`src/rtl/sdram_port_arbiter.sv`:
```
// Grants the SDRAM command scheduler to one AHB port access or one refresh at a time.
// Round-robin between ports, refresh first, write-before-read on wbr, watchdog release.
module sdram_port_arbiter #(
  parameter int PORTS       = 2,
  parameter int PW          = (PORTS > 1) ? $clog2(PORTS) : 1,
  parameter int TIMEOUT_CNT = 256
) (
  input  logic             HCLK,
  input  logic             HRESETn,
  input  logic             ena_i,
  input  logic [PORTS-1:0] rdreq_i,
  input  logic [PORTS-1:0] wrreq_i,
  input  logic [PORTS-1:0] wbr_i,
  input  logic             ref_req_i,
  input  logic             ref_done_i,
  input  logic             done_i,
  output logic [PORTS-1:0] gnt_o,
  output logic [PW-1:0]    gnt_port_o,
  output logic             gnt_wr_o,
  output logic             gnt_vld_o,
  output logic             ref_gnt_o,
  output logic             timeout_o
);

  localparam int            TW   = $clog2(TIMEOUT_CNT);
  localparam logic [TW-1:0] TMAX = TW'(TIMEOUT_CNT - 1);

  typedef enum logic [1:0] {
    ST_IDLE = 2'd0,
    ST_PGNT = 2'd1,
    ST_RGNT = 2'd2
  } state_t;

  state_t           state_q;
  logic [PW-1:0]    last_q;
  logic [TW-1:0]    timer_q;
  logic [PORTS-1:0] gnt_q;
  logic [PW-1:0]    port_q;
  logic             wr_q;
  logic             vld_q;
  logic             ref_gnt_q;
  logic             timeout_q;

  logic [PORTS-1:0] req_s;
  logic [PW-1:0]    cand_s;
  logic             win_found_d;
  logic [PW-1:0]    win_d;
  logic             win_wr_d;
  logic [PORTS-1:0] win_onehot_d;
  logic             timer_hit_s;

  assign req_s       = rdreq_i | wrreq_i;
  assign timer_hit_s = (timer_q == TMAX);

  // Round-robin search starting just after the last served port.
  always_comb begin
    win_found_d = 1'b0;
    win_d       = {PW{1'b0}};
    cand_s      = {PW{1'b0}};
    for (int i = 1; i <= PORTS; i++) begin
      cand_s = PW'((32'(last_q) + 32'(i)) % 32'(PORTS));
      if (!win_found_d && req_s[cand_s]) begin
        win_found_d = 1'b1;
        win_d       = cand_s;
      end else begin
        win_found_d = win_found_d;
      end
    end
  end

  // Access type and one-hot vector for the winning port.
  always_comb begin
    win_wr_d     = wrreq_i[win_d] & (wbr_i[win_d] | ~rdreq_i[win_d]);
    win_onehot_d = PORTS'(1'b1) << win_d;
  end

  // Grant FSM; all outputs registered, watchdog shared by both grant states.
  always_ff @(posedge HCLK or negedge HRESETn) begin
    if (!HRESETn) begin
      state_q   <= ST_IDLE;
      last_q    <= PW'(PORTS - 1);
      timer_q   <= {TW{1'b0}};
      gnt_q     <= {PORTS{1'b0}};
      port_q    <= {PW{1'b0}};
      wr_q      <= 1'b0;
      vld_q     <= 1'b0;
      ref_gnt_q <= 1'b0;
      timeout_q <= 1'b0;
    end else begin
      timeout_q <= 1'b0;
      case (state_q)
        ST_IDLE: begin
          if (ref_req_i) begin
            state_q   <= ST_RGNT;
            ref_gnt_q <= 1'b1;
            timer_q   <= {TW{1'b0}};
          end else if (ena_i && win_found_d) begin
            state_q <= ST_PGNT;
            gnt_q   <= win_onehot_d;
            port_q  <= win_d;
            wr_q    <= win_wr_d;
            vld_q   <= 1'b1;
            timer_q <= {TW{1'b0}};
          end else begin
            state_q <= ST_IDLE;
          end
        end
        ST_PGNT: begin
          if (done_i || timer_hit_s) begin
            // A done coinciding with the watchdog expiry is a normal completion.
            state_q   <= ST_IDLE;
            last_q    <= port_q;
            gnt_q     <= {PORTS{1'b0}};
            port_q    <= {PW{1'b0}};
            wr_q      <= 1'b0;
            vld_q     <= 1'b0;
            timeout_q <= ~done_i;
          end else begin
            timer_q <= timer_q + TW'(1);
          end
        end
        ST_RGNT: begin
          if (ref_done_i || timer_hit_s) begin
            state_q   <= ST_IDLE;
            ref_gnt_q <= 1'b0;
            timeout_q <= ~ref_done_i;
          end else begin
            timer_q <= timer_q + TW'(1);
          end
        end
        default: begin
          state_q   <= ST_IDLE;
          gnt_q     <= {PORTS{1'b0}};
          port_q    <= {PW{1'b0}};
          wr_q      <= 1'b0;
          vld_q     <= 1'b0;
          ref_gnt_q <= 1'b0;
          timer_q   <= {TW{1'b0}};
        end
      endcase
    end
  end

  assign gnt_o      = gnt_q;
  assign gnt_port_o = port_q;
  assign gnt_wr_o   = wr_q;
  assign gnt_vld_o  = vld_q;
  assign ref_gnt_o  = ref_gnt_q;
  assign timeout_o  = timeout_q;

endmodule

```
`config.mk`:
```
export PLATFORM = sky130hd
export DESIGN_NAME = sdram_port_arbiter
export DESIGN_NICKNAME = d
export VERILOG_FILES = /design/src/rtl/sdram_port_arbiter.sv
export SDC_FILE = /design/constraint.sdc
export NUM_CORES = 1
export LEC_CHECK = 0
export CORE_UTILIZATION = 51
export CTS_BUF_LIST = sky130_fd_sc_hd__clkbuf_2
export DETAILED_ROUTE_END_ITERATION = 8
export PLACE_DENSITY_LB_ADDON = 0.15
export SLEW_MARGIN = 20
export SYNTH_ARGS = -nofsm -noshare
export SYNTH_HDL_FRONTEND = slang
export SYNTH_SLANG_ARGS = --single-unit
```
`constraint.sdc`:
```
create_clock -name HCLK -period 3.9 [get_ports HCLK]
set_clock_uncertainty 0.1 [all_clocks]
set_input_delay 0.78 -clock HCLK [delete_from_list [all_inputs] [get_ports HCLK]]
set_output_delay 0.78 -clock HCLK [all_outputs]
set_load 0.05 [all_outputs]
```
# After elaboration in Yosys (flattened, before gate mapping)
# Cells that the tools add are included.
[word_totals]
regBits = 18
latch_bits = 0
ramBits = 0
rom_bits = 0
in_bits = 12
output_inout_bits = 7
word_cells = 89
n_memories = 0
[op_classes]
addsub = 3
mul = 0
div = 0
magnitude_cmp = 3
eq_ne = 11
n_shift = 1
muxes = 43
bitwise = 8
n_reduce_logical = 11
[op_table]
columns = ["op", "n"]
rows = [
  ["8-bit 2-to-1 mux", 4],
  ["1-bit 2-to-1 mux", 26],
  ["8-bit case mux with 3 select lines", 1],
  ["2-bit != test, second input constant", 7],
  ["1-bit case mux with 3 select lines", 4],
  ["2-bit case mux with 3 select lines", 2],
  ["2-bit 2-to-1 mux", 5],
  ["8-bit by 1-bit adder with 8-bit output, second input constant", 1],
  ["8-bit equality test, second input constant", 1],
  ["1-bit by 2-bit less-than comparator with 1-bit output, second input constant", 3],
  ["3-bit AND reduction", 2],
  ["1-bit NOT", 5],
  ["2-bit AND reduction", 2],
  ["4-bit AND reduction", 1],
  ["3-bit != test, second input constant", 1],
  ["1-bit adder, second input constant", 2],
  ["2-bit by 1-bit equality test with 1-bit output, second input constant", 1],
  ["2-bit equality test, second input constant", 1],
  ["1-bit logical AND", 2],
  ["2-bit zero test", 1],
  ["1-bit logical OR", 2],
  ["2-bit bitwise OR", 1],
  ["1-bit case mux with 2 select lines", 1],
  ["1-bit by 1-bit << shifter with 2-bit output, first input constant", 1],
  ["other kinds (3)", 3],
]

# Depth between registers and ports, before layout
[logic_depth]
word_depth = 15
ltp_mapped = 7
depth_no_buf = 6

# Worst setup path after synthesis
# Ideal clock, no wire load.
[synth_timing]
path_kind = "input port to flip-flop"
startpoint = "in rdreq_i[1]"
endpoint = "reg gnt_q[1] (netlist: gnt_o[1])"
setup_time_ps = 125
arrival_time_ps = 1826
t_required_ps = 3675
path_slack_ps = 1849
cell_stages = 4
n_path_buf = 0
path_cell_list = "o41ai_2 -> o21ai_0 -> o211ai_1 -> mux2_2"
[synth_via]
elab_chain_len = 11
word_cells_on_any_way = 18
classes_between = "1 x eq/ne; 1 x shift; 11 x mux; 1 x bitwise; 4 x reduce/logical"
[synth_lines]
columns = ["element", "line", "rtl"]
rows = [
  ["start, declared", "11", "input logic [PORTS-1:0] rdreq_i,"],
  ["2-bit bitwise OR *", "52", "assign req_s = rdreq_i | wrreq_i;"],
  ["1-bit 2-to-1 mux (not written as such) (2 in series)", "62", "if (!win_found_d && req_s[cand_s]) begin"],
  ["1-bit 2-to-1 mux", "62", ""],
  ["1-bit zero test", "62", ""],
  ["1-bit logical AND", "62", ""],
  ["1-bit 2-to-1 mux", "62", ""],
  ["1-bit by 1-bit << shifter with 2-bit output", "74", "win_onehot_d = PORTS'(1'b1) << win_d;"],
  ["2-bit 2-to-1 mux", "97", "end else if (ena_i && win_found_d) begin"],
  ["2-bit 2-to-1 mux", "93", "if (ref_req_i) begin"],
  ["2-bit case mux with 3 select lines", "91", "case (state_q)"],
  ["end signal, assigned", "83", "gnt_q <= {PORTS{1'b0}};"],
  ["end signal, assigned", "99", "gnt_q <= win_onehot_d;"],
  ["end signal, assigned", "113", "gnt_q <= {PORTS{1'b0}};"],
  ["end, declared", "37", "logic [PORTS-1:0] gnt_q;"],
]
# Mark *: on every way between the ends. The rest lies on a longest branch, timed or not. The select of a mux whose other input is x is not followed.
# A chain may end at the register's enable or synchronous reset.

# Worst setup path after layout
[layout_timing]
startpoint = "in rdreq_i[1]"
endpoint = "reg timer_q[5]"
[layout_via]
elab_chain_len = 10
word_cells_on_any_way = 12
classes_between = "1 x eq/ne; 6 x mux; 1 x bitwise; 4 x reduce/logical"
[layout_lines]
columns = ["element", "line", "rtl"]
rows = [
  ["2-bit bitwise OR *", "52", ""],
  ["1-bit 2-to-1 mux (not written as such) (2 in series)", "62", ""],
  ["1-bit 2-to-1 mux", "62", ""],
  ["1-bit zero test", "62", ""],
  ["1-bit logical AND", "62", ""],
  ["1-bit 2-to-1 mux *", "62", ""],
  ["1-bit logical AND *", "97", ""],
  ["3-bit != test (no line) *", "-", ""],
  ["3-bit AND reduction (no line) *", "-", ""],
  ["end signal, assigned", "82", "timer_q <= {TW{1'b0}};"],
  ["end signal, assigned", "96", "timer_q <= {TW{1'b0}};"],
  ["end signal, assigned", "103", "timer_q <= {TW{1'b0}};"],
  ["end, declared", "36", "logic [TW-1:0] timer_q;"],
]
# Marked as above.

==> summary.md <==
| Metric | Value |
|---|---|
| Post-synth EDFFs | `0` |
| Outcome | `finished, final reports clean` |
| H-tree Lvls | `1` |
| PwrDens | `between 600 and 700 mW/mm^2` |
| Share of power burned in registers | `0.331` |
| RD Place Congestion | `approximately 0.8` |
| # nets final | `142` |
| Top cells by area, synth | `dfrtp_1 (39%), o31ai_1 (7.2%), mux2_2 (5.4%), ha_1 (4.8%), o21ai_0 (4.8%)` |
| Antenna-violating nets left | `0` |
| Slowest-stage cell, CP | `clkdlybuf4s50_1` |
| CTS Hold Bufs | `0` |
| DR WL met3 | `100 um` |
| Pre-antenna DRT Iters | `4` |
| Crit Path Category | `primary input to register` |
| Detail Route met2 WL | `~960 um` |
| Clk root buf | `clkbuf_2` |
| Initial core utilization | `0.570` |
| Setup TNS | `0 ps` |
| Routed vias | `between 800 and 900` |
| Number of I/O pins | `19` |
| Synth area leader | `dfrtp_1` |
| Hold Path Stages | `1` |
| Crit path largest cell delay | `about 540 ps` |
| CP max FO | `11` |
| Synth top cells by count | `dfrtp_1 (16), o21ai_0 (10), o31ai_1 (10)` |
| Clock sink total | `17` |
| GR Overflow Total | `0` |
| CTS tree | `done` |
| Minimum clock period | `about 2500 ps` |
| Cell Area, Synth | `0.00104 sq mm` |
| Worst setup SP type | `primary input` |
| Layout Cells excl Fill | `150` |
| Pint | `418 uW` |
| Worst Reg-to-Reg Cells | `5` |
| Syn nets | `between 100 and 150` |
| First-pass GRT wire length | `3.36 mm` |
| GRT Total Usage | `0.220` |
| Post-Place Cells | `between 100 and 150` |
| FFs w/ async S/R, synth | `1.00` |
| RSZ-0062 raised after global routing | `no` |
| Sequential area share after synthesis | `0.411` |
| Core area | `roughly 0.0018 sq mm` |
| Post-route cell area | `0.00122 sq mm` |
| Hold Crit Class | `register to register` |
| Avg WL per Cell | `approximately 14 um` |
| Syn Inst Count | `about 110` |
| Switching share of power | `0.461` |
| Reg clk slew, reported paths | `between 150 and 200 ps` |
| Dpl cell area | `0.00120 sq mm` |
| Most frequent cell after synthesis | `dfrtp_1` |
| Post-synth top area share | `0.386` |
| Static leakage power | `around 0.00053 uW` |
| Row cnt | `15` |
| Distinct cells, synth | `32` |
| Clk network pwr share | `0.107` |
| Num CTS Buffers | `3` |
| Slew HR | `0.299` |
| Largest net degree at the start of global routing | `18` |
| Final worst path period share | `0.642` |
| Drt drc | `0` |
| Worst vdd ir | `0.561 mV` |
| Seq cells post-synth | `17` |
| Crit end category | `register` |
| Max-Cap Viols | `0` |
| Chip width | `roughly 47 um` |
| Avg Vias per Cell | `about 5.9` |
| DRT Wirelength | `around 2.1 mm` |
| Die Area | `roughly 0.0022 sq mm` |
| Fraction of layout cells with a size suffix above 1 | `0.120` |
| NetSw | `between 300 and 400 uW` |
| Clk Latency, worst-skew pair | `roughly 300 ps` |
| Post-CTS Setup Bufs | `0` |
| Number of warnings issued by yosys | `0` |
| Max Slew Vio Count | `0` |
| Worst EP required | `~4000 ps` |
| # port buffers | `18` |
| HPWL reported at the end of detailed placement | `approximately 1.5 mm` |
| Cts repair resizes | `0` |
| Uppermost routed layer | `met4` |
| Clk buf depth | `2` |
| Max Fclk | `399 MHz` |
| Crit path DAT | `roughly 2600 ps` |
| Ant. Diodes | `0` |
| Final Util | `0.672` |
| Comb power frac | `0.562` |
| Area grow syn2layout | `18.0%` |
| Final hold violation count | `0` |
| Number of global-route vias before repair | `797` |
| Met1 WL | `roughly 970 um` |
| Least-Margin Pin Slew | `1040 ps` |
| Initial antenna violation count | `0` |
| Mapped Avg Cell Area | `between 9 and 10 sq um` |
| Die Y | `47.1 um` |
| Crit path cell chain | `clkdlybuf4s50_1 > o41ai_2 > a221o_1 > or3_1 > o31ai_1` |
| Final setup fails | `0` |
| Main flop type after synthesis | `dfrtp_1` |
| Starting DRC count in detailed routing | `33` |
[path summary, 6_finish.rpt]
path | from | slack, ps | endpoint
worst max register to register | timer_q[0] | 1580 | timer_q[5]
max in group asynchronous | HRESETn | 2460 | gnt_vld_o
worst min-delay path | gnt_wr_o | 420 | gnt_wr_o
worst max-delay path | rdreq_i[1] | 1400 | timer_q[5]
min in group asynchronous | HRESETn | 790 | timer_q[0]
worst min register to register | gnt_wr_o | 420 | gnt_wr_o
[critical path, delay by kind of cell]
kind                   cells  cell delay [ps]
AND/OR/NAND/NOR            1              460
AO/OA/AOI/OAI              3              840
buffers and inverters      1              540
[power groups by stage]
| stage | Sequential [uW] | Clock (uW) | Combinational [uW] |
|---|---|---|---|
| 3_3_place_gp | 259 | 0 | 429 |
| 2_1_floorplan | 337 | 0 | 253 |
| 5_1_grt | 263 | 88.4 | 476 |
| 3_5_place_dp | 260 | 0 | 435 |
| 6_report | 257 | 82.8 | 436 |
| 4_1_cts | 257 | 83.9 | 438 |
[cells in the final DEF, fill, tap and decap left out, types with 2 or more instances in the layout]
cell,netlist,final
clkdlybuf4s50_1,0,18
dfrtp_1,16,16
o21ai_0,10,10
o31ai_1,10,10
inv_1,8,8
nand3_1,7,7
nor2_1,6,6
mux2_2,5,5
a31oi_1,4,4
nand2_1,4,4
ha_1,4,4
clkbuf_2,0,4
nand2b_1,3,3
nand4_1,2,2
o211ai_1,2,2
nor2b_1,2,2
mux2i_1,2,2
and3_2,2,2
or3_1,2,2
o21ai_1,2,2
a21oi_1,2,2
[stage by stage]
| stage | total power [uW] | setup WS [ps] | hold WS [ps] |
|---|---|---|---|
| floorplan | 589 | 1850 | 368 |
| global placement | 688 | 1150 | 389 |
| detailed placement | 696 | 1070 | 393 |
| CTS | 779 | 1390 | 425 |
| global route | 827 | 1290 | 449 |
| finish | 776 | 1400 | 423 |
[routing by layer]
metal,vias to the layer above,GRT usage
met5,-,0
met4,0,0.120
met3,4,0.0308
met2,27,0.344
met1,422,0.295
li1,436,-
[cell families (layout without fill, tap and decap cells)]
| kind of cell | after synthesis | after routing | synth area share |
|---|---|---|---|
| multiplexers | 7 | 7 | 0.0736 |
| buffers and inverters | 14 | 30 | 0.0724 |
| adder cells (fa/ha/maj) | 4 | 4 | 0.0483 |
| AO/OA/AOI/OAI | 33 | 33 | 0.212 |
| AND/OR/NAND/NOR | 34 | 34 | 0.182 |
| flip-flops | 17 | 17 | 0.411 |
[cell type report]
| cell class | count | area [sq um] |
|---|---|---|
| fillers | 141 | 597 |
| multi-input cells | 78 | 536 |
| flip-flops and latches | 17 | 427 |
| clock buffers | 4 | 20.0 |
| repair buffers | 18 | 180 |
| well taps | 25 | 31.3 |
| inverters | 8 | 30.0 |
[state kept, by name, indices dropped and copies added, names as in the netlist]
signal / count
timer_q: 8
last_q: 1
gnt_wr_o: 1
gnt_o: 2
timeout_o: 1
ref_gnt_o: 1
gnt_vld_o: 1
state_q: 2
Note: power is estimated with default switching activity, not from simulation.
